**config.mk**
```make
export PLATFORM = sky130hd
export DESIGN_NAME = sc_speedcounter
export DESIGN_NICKNAME = d
export VERILOG_FILES = /design/src/rtl/sc_speedcounter.sv
export SDC_FILE = /design/constraint.sdc
export NUM_CORES = 1
export LEC_CHECK = 0
export ABC_AREA = 1
export CAP_MARGIN = 20
export CORE_MARGIN = 2
export CORE_UTILIZATION = 54
export CTS_CLUSTER_DIAMETER = 100
export DETAILED_ROUTE_END_ITERATION = 6
export GPL_ROUTABILITY_DRIVEN = 0
export GPL_TIMING_DRIVEN = 0
export MAX_ROUTING_LAYER = met4
export PLACE_DENSITY = 0.82
export SLEW_MARGIN = 10
export SYNTH_ARGS = -nofsm -noshare
export SYNTH_HDL_FRONTEND = slang
export SYNTH_SLANG_ARGS = --single-unit
```
**constraint.sdc**
```tcl
create_clock -name SC_SPEEDCOUNTER_CLOCK_50 -period 3.3 [get_ports SC_SPEEDCOUNTER_CLOCK_50]
set_input_delay 0.33 -clock SC_SPEEDCOUNTER_CLOCK_50 [delete_from_list [all_inputs] [get_ports SC_SPEEDCOUNTER_CLOCK_50]]
set_output_delay 0.33 -clock SC_SPEEDCOUNTER_CLOCK_50 [all_outputs]
set_load 0.005 [all_outputs]
```
**src/rtl/sc_speedcounter.sv**
```systemverilog
// rtl/sc_speedcounter.sv - level-programmable up-counter with active-low wrap tick
// The level shrinks the terminal count by halving BASELIMIT once per level (0..3).
module sc_speedcounter #(
    parameter int                                SPEEDCOUNTER_DATAWIDTH = 23,
    parameter logic [SPEEDCOUNTER_DATAWIDTH-1:0] SPEEDCOUNTER_BASELIMIT = 23'h7FFFFF
) (
    input  logic                              SC_SPEEDCOUNTER_CLOCK_50,
    input  logic                              SC_SPEEDCOUNTER_RESET_InHigh,
    input  logic                              SC_SPEEDCOUNTER_run_InHigh,
    input  logic                              SC_SPEEDCOUNTER_levelup_InLow,
    input  logic                              SC_SPEEDCOUNTER_clear_InLow,
    output logic [SPEEDCOUNTER_DATAWIDTH-1:0] SC_SPEEDCOUNTER_data_OutBUS,
    output logic                              SC_SPEEDCOUNTER_T0_OutLow,
    output logic [1:0]                        SC_SPEEDCOUNTER_level_OutBUS,
    output logic                              SC_SPEEDCOUNTER_maxlevel_OutHigh
);

    typedef enum logic [1:0] {
        IDLE  = 2'd0,
        COUNT = 2'd1,
        HOLD  = 2'd2
    } stateT;

    stateT                             state, stateNext;
    logic [SPEEDCOUNTER_DATAWIDTH-1:0] count, countNext;
    logic [1:0]                        level, levelNext;
    logic                              t0, t0Next;
    logic                              levelupPrev;

    logic [SPEEDCOUNTER_DATAWIDTH-1:0] limit;
    logic [SPEEDCOUNTER_DATAWIDTH-1:0] raisedLimit;
    logic [1:0]                        levelRaised;
    logic                              levelInc;
    logic                              counting;

    assign limit       = SPEEDCOUNTER_BASELIMIT >> level;
    assign levelRaised = level + 2'd1;
    assign raisedLimit = SPEEDCOUNTER_BASELIMIT >> levelRaised;
    assign levelInc    = levelupPrev & ~SC_SPEEDCOUNTER_levelup_InLow & (level != 2'd3);
    // Leaving HOLD counts on the same edge, so HOLD with run behaves like COUNT.
    assign counting    = SC_SPEEDCOUNTER_run_InHigh & (state != IDLE);

    always_comb begin
        stateNext = state;
        countNext = count;
        levelNext = level;
        t0Next    = 1'b1;

        case (state)
            IDLE:    if (SC_SPEEDCOUNTER_run_InHigh)  stateNext = COUNT;
            COUNT:   if (!SC_SPEEDCOUNTER_run_InHigh) stateNext = HOLD;
            HOLD:    if (SC_SPEEDCOUNTER_run_InHigh)  stateNext = COUNT;
            default: stateNext = IDLE;
        endcase

        if (levelInc) begin
            levelNext = levelRaised;
        end

        // Wrap is judged against the old limit; a shrink only matters without a wrap.
        if (!SC_SPEEDCOUNTER_clear_InLow) begin
            countNext = '0;
            levelNext = 2'd0;
            stateNext = IDLE;
        end else if (counting && (count == limit)) begin
            countNext = '0;
            t0Next    = 1'b0;
        end else if (levelInc && (raisedLimit < count)) begin
            countNext = '0;
        end else if (counting) begin
            countNext = count + 1'b1;
        end
    end

    always_ff @(posedge SC_SPEEDCOUNTER_CLOCK_50) begin
        if (SC_SPEEDCOUNTER_RESET_InHigh) begin
            state       <= IDLE;
            count       <= '0;
            level       <= 2'd0;
            t0          <= 1'b1;
            levelupPrev <= 1'b1;
        end else begin
            state       <= stateNext;
            count       <= countNext;
            level       <= levelNext;
            t0          <= t0Next;
            levelupPrev <= SC_SPEEDCOUNTER_levelup_InLow;
        end
    end

    assign SC_SPEEDCOUNTER_data_OutBUS      = count;
    assign SC_SPEEDCOUNTER_T0_OutLow        = t0;
    assign SC_SPEEDCOUNTER_level_OutBUS     = level;
    assign SC_SPEEDCOUNTER_maxlevel_OutHigh = (level == 2'd3);

endmodule

```
# After elaboration in Yosys (flattened, before gate mapping)
# Cells that the tools add are included.
[op_classes]
eq_ne = 7
magnitude_cmp = 1
reduce_logical = 8
bitwise_logic = 5
shift = 2
n_mux = 4
n_addsub = 2
[op_table]
columns = ["op", "n"]
rows = [
  ["$shr A23 B2 Y23 const A", 2],
  ["$add A23 B1 Y23 const B", 1],
  ["$eq A23 B23 Y1", 1],
  ["$lt A23 B23 Y1", 1],
  ["$eq A2 B2 Y1 const B", 2],
  ["$mux W2", 2],
  ["$ne A2 B2 Y1 const B", 2],
  ["$pmux W2 S2", 1],
  ["$reduce_or A2 Y1", 2],
  ["$reduce_or A4 Y1", 1],
  ["$and A1 B1 Y1", 3],
  ["$add A2 B1 Y2 const B", 1],
  ["$eq A2 B1 Y1 const B", 1],
  ["$logic_and A1 B1 Y1", 2],
  ["$logic_not A2 Y1", 1],
  ["$ne A2 B1 Y1 const B", 1],
  ["$not A1 Y1", 2],
  ["$reduce_and A2 Y1", 1],
  ["$reduce_bool A2 Y1", 1],
  ["$mux W1", 1],
]
[word_totals]
reg_bits = 29
out_inout_bits = 27

# Logic depth before layout (Yosys ltp)
[logic_depth]
depth_word = 5
mapped_depth = 11
depth_no_buf = 10

# Worst setup path before layout
# Ideal clock, no wire load.
[synth_path]
path_type = "flip-flop to flip-flop"
from = "register level[1], in the netlist SC_SPEEDCOUNTER_level_OutBUS[1]"
to = "register count[9], in the netlist SC_SPEEDCOUNTER_data_OutBUS[9]"
slack_ns = 1.567
required_time_ns = 3.234
arrival_ns = 1.667
path_stages_with_launch = 12
n_path_buf = 1
cell_sequence = "dfxtp_1 inv_1 ha_1 inv_1 ha_1 o21ai_0 nand2_1 nand2_1 a21oi_2 nand2_4 buf_12 a21oi_2"
[synth_between]
elab_chain_cells = 5
elab_cells_between_ends = 10
classes_between = "1 x add/sub; 1 x order compare; 2 x eq/ne; 2 x shift; 1 x bitwise; 3 x reduce/logical"
[synth_rtl]
columns = ["element", "line", "source"]
rows = [
  ["start, declared", "26", "logic [1:0] level, levelNext;"],
  ["start signal, assigned", "85", "level <= levelNext;"],
  ["$add A2 B1 Y2", "37", "assign levelRaised = level + 2'd1;"],
  ["net levelRaised[1]", "32", "logic [1:0] levelRaised;"],
  ["$shr A23 B2 Y23", "38", "assign raisedLimit = SPEEDCOUNTER_BASELIMIT >> levelRaised;"],
  ["$lt A23 B23 Y1", "68", "end else if (levelInc && (raisedLimit < count)) begin"],
  ["$logic_and A1 B1 Y1", "68", ""],
  ["$reduce_or A4 Y1 (no line)", "--", ""],
  ["end signal, assigned", "84", "count <= countNext;"],
  ["end, declared", "25", "logic [SPEEDCOUNTER_DATAWIDTH-1:0] count, countNext;"],
]
# The timed path passes the listed nets, and every way through them passes these cells.
# A chain may end at the register's enable or synchronous reset.

# Final worst setup path
[layout_path]
from = "register level[1], in the netlist SC_SPEEDCOUNTER_level_OutBUS[1]"
to = "output port SC_SPEEDCOUNTER_maxlevel_OutHigh"
[layout_between]
elab_chain_cells = 1
[layout_rtl]
columns = ["element", "line", "source"]
rows = [
  ["$eq A2 B2 Y1", "94", "assign SC_SPEEDCOUNTER_maxlevel_OutHigh = (level == 2'd3);"],
  ["end, declared", "15", "output logic SC_SPEEDCOUNTER_maxlevel_OutHigh"],
]
# No other way between the ends.

==> reports/qor.txt <==
Synth warnings -> 0
total power -> 0.654 mW
main combinational cell family by area after synthesis -> simple AND/OR/NAND/NOR gates
Finish-stage setup viols -> 0
synthesis-stage register bit count -> 29
Max Freq -> 528 MHz
Avg Vias per Cell -> 4.77
share of cells above drive strength 1 -> 20.7%
total CTS buffers -> 5
# hold bufs at CTS -> 0
worst hold path depth -> 2
Total GRT Usage -> 21.5%
simple-gate share of the synthesized area -> 38.3%
die height -> 60.6 µm
Crit path arrival time -> 1.56 ns
initial cell density of the core -> 56.7%
multiplexer share of the synthesized area -> 0%
Max Slew Vio Count -> 0
Post-DRT Antenna Nets -> 0
Root Buffer -> clkbuf_4
setup TNS -> 0 ns
post-CTS setup buffers -> 0
CTS H-tree lvls -> 2
Seq/Total Area, Yosys -> 33.6%
clock group share of total power -> 39.2%
crit-path max FO -> 5
Synth Area in XOR/XNOR -> 5.06%
Mapped Cells -> 231
worst r2r src -> SC_SPEEDCOUNTER_level_OutBUS[1]$_SDFFE_PP0P_
Post-Syn Area -> 0.00173 mm²
Adder-Cell Fraction of Synth Area -> 5.06%
Worst R2R End -> SC_SPEEDCOUNTER_data_OutBUS[21]$_SDFFE_PP0P_
Initial DRC Count -> 58
maximum buffer depth of the clock tree -> 2
Req. time, crit path -> 2.97 ns
port bufs -> 31
Remaining DRCs -> 0
pin count of the biggest net entering global routing -> 11
die area -> 0.00367 mm²
Post-Place Setup Slack -> 1.41 ns
post-cts resize count -> 0
min cycle time layout -> 1.89 ns
Synth top area share -> 33.6%
worst hold path type -> flip-flop to flip-flop
status -> finished, final reports clean
utilization after layout -> 70.9%
R2R Setup Slk -> 1.41 ns
Setup Skew -> 0.00599 ns
routed vias -> 1,497
leakage -> 0.763 nW
RSZ-0062 raised after global routing -> no
Power per Cell Area -> 302 mW/mm²
Yosys cell types -> 26
critical path class -> flip-flop to output port
Post-synth EDFFs -> 0
sequential power share -> 54.2%
syn_area_per_cell -> 7.49 µm²
Post-DP Area -> 0.00210 mm²
top cells by area, synth -> dfxtp_1 (34%), nand2_1 (13%), inv_1 (6.7%)
internal power -> 0.495 mW
Critical path origin -> SC_SPEEDCOUNTER_level_OutBUS[1]$_SDFFE_PP0P_
Synth Area in Compound Gates -> 7.66%
ys flop type -> dfxtp_1
maxcap violations -> 0
Worst Hold Endpoint -> SC_SPEEDCOUNTER_data_OutBUS[1]$_SDFFE_PP0P_
Worst-Skew Late Latency -> 0.34 ns
final instance area -> 0.00217 mm²
total wire length -> 3260 µm
first-pass GRT wire length -> 5650 µm
Core ar. -> 0.00305 mm²
layout overhead on the synthesized area -> 25.2%
sw frac -> 24.3%
standard-cell row count -> 20
post-synth net total -> 243
cell taking the most area after synthesis -> dfxtp_1
Worst slew margin -> 70.2%
die width -> 60.6 µm
CTS tree -> yes
R2R cell count -> 11
Gate power share -> 6.6%
Final Hold Vio Count -> 0
worst hold start -> SC_SPEEDCOUNTER_data_OutBUS[1]$_SDFFE_PP0P_
Crit. End Element -> output port
# fillers -> 280
top-count cell post-synth -> nand2_1
initial antenna violation count -> 0
drt pass-1 iters -> 4
I/O pin cnt -> 32
Final #Nets -> 281
total grt overflow -> 0
final worst slack -> 1.41 ns
vias in the first global route -> 1,359
Max IR drop VDD -> 0.237 mV
P_sw -> 0.159 mW
crit path launch type -> flip-flop
synth cell count leaders -> nand2_1 (60), inv_1 (31), dfxtp_1 (29)
worst slew pin tran -> 0.443 ns
dpl hpwl -> 2440 µm
diode count -> 0
Final period util -> 57.4%
clock sink total -> 29
clock-pin slew on the worst setup and hold paths -> 0.10 ns
share of synthesized registers carrying an async set or reset -> 0%
wire length per cell -> 10.4 µm
==> metal layers <==
layer / GRT usage (%) / part of all wire (%) / up-vias
met2: 33.9 / 45 / 35
met4: 7.76 / 1.7 / 0
met1: 25.9 / 48 / 666
met3: 6.82 / 5.2 / 6
li1: - / - / 790
met5: - / 0 / -
==> logic make-up after synthesis <==
kind of cell,Yosys count
flip-flops,29
AO/OA/AOI/OAI,20
XOR/XNOR,10
adder cells (fa/ha/maj),7
AND/OR/NAND/NOR,128
buffers and inverters,37
==> critical path: stages, from the launching register on <==
cell             delay, ns
dfxtp_1               0.43
ha_1                  0.27
clkdlybuf4s50_1       0.53
==> power groups by stage <==
stage	registers, mW	logic (mW)	clock network, mW
2_1_floorplan	0.362	0.0298	0
3_3_place_gp	0.362	0.0427	0
3_5_place_dp	0.362	0.0434	0
4_1_cts	0.354	0.0437	0.264
5_1_grt	0.355	0.0481	0.282
6_report	0.354	0.0434	0.256
==> worst max path at each step <==
stage                                                    to  slack [ns]  depth (start not counted)
5_1_grt         SC_SPEEDCOUNTER_data_OutBUS[9]$_SDFFE_PP0P_        1.25                         11
4_1_cts         SC_SPEEDCOUNTER_data_OutBUS[6]$_SDFFE_PP0P_        1.39                         11
2_1_floorplan   SC_SPEEDCOUNTER_data_OutBUS[9]$_SDFFE_PP0P_        1.57                         11
3_5_place_dp   SC_SPEEDCOUNTER_data_OutBUS[21]$_SDFFE_PP0P_        1.41                         11
3_3_place_gp   SC_SPEEDCOUNTER_data_OutBUS[22]$_SDFFE_PP0P_        1.46                         11
6_report                   SC_SPEEDCOUNTER_maxlevel_OutHigh        1.41                          2
==> cell type report <==
class                   count  area (µm²)  share of cell area, %
well taps                  44        55.1                   2.54
repair buffers             31         310                   14.3
flip-flops and latches     29         581                   26.8
plain buffers               3        51.3                   2.37
clock inverters             1        5.00                  0.231
clock buffers               7        65.1                   3.00
multi-input cells         165         971                   44.8
inverters                  34         128                   5.89
==> metrics by stage <==
step / hold WS, ns / instances
6_report: 0.507 / 314
5_1_grt: 0.545 / 314
4_1_cts: 0.512 / 314
3_5_place_dp: 0.498 / 306
3_3_place_gp: 0.491 / 306
2_1_floorplan: 0.406 / 231
==> placed cells by master, fill, tap and decap left out, drive strengths merged <==
| cell type | count |
|---|---|
| nand2 | 64 |
| nor2 | 38 |
| inv | 34 |
| clkdlybuf4s50 | 31 |
| dfxtp | 29 |
| nand3 | 21 |
| a21oi | 13 |
| ha | 7 |
| clkbuf | 7 |
| o21ai | 6 |
| xor2 | 5 |
| xnor2 | 5 |
| buf | 3 |
| or2 | 2 |
| nand4 | 1 |
| nor4 | 1 |
| o21bai | 1 |
| nor3 | 1 |
| clkinv | 1 |
==> state kept, by name, indices dropped and copies added (netlist names) <==
signal / count
state: 2
SC_SPEEDCOUNTER_level_OutBUS: 2
SC_SPEEDCOUNTER_T0_OutLow: 1
SC_SPEEDCOUNTER_data_OutBUS: 23
levelupPrev: 1
No activity file was read; power rests on OpenSTA's default activity.
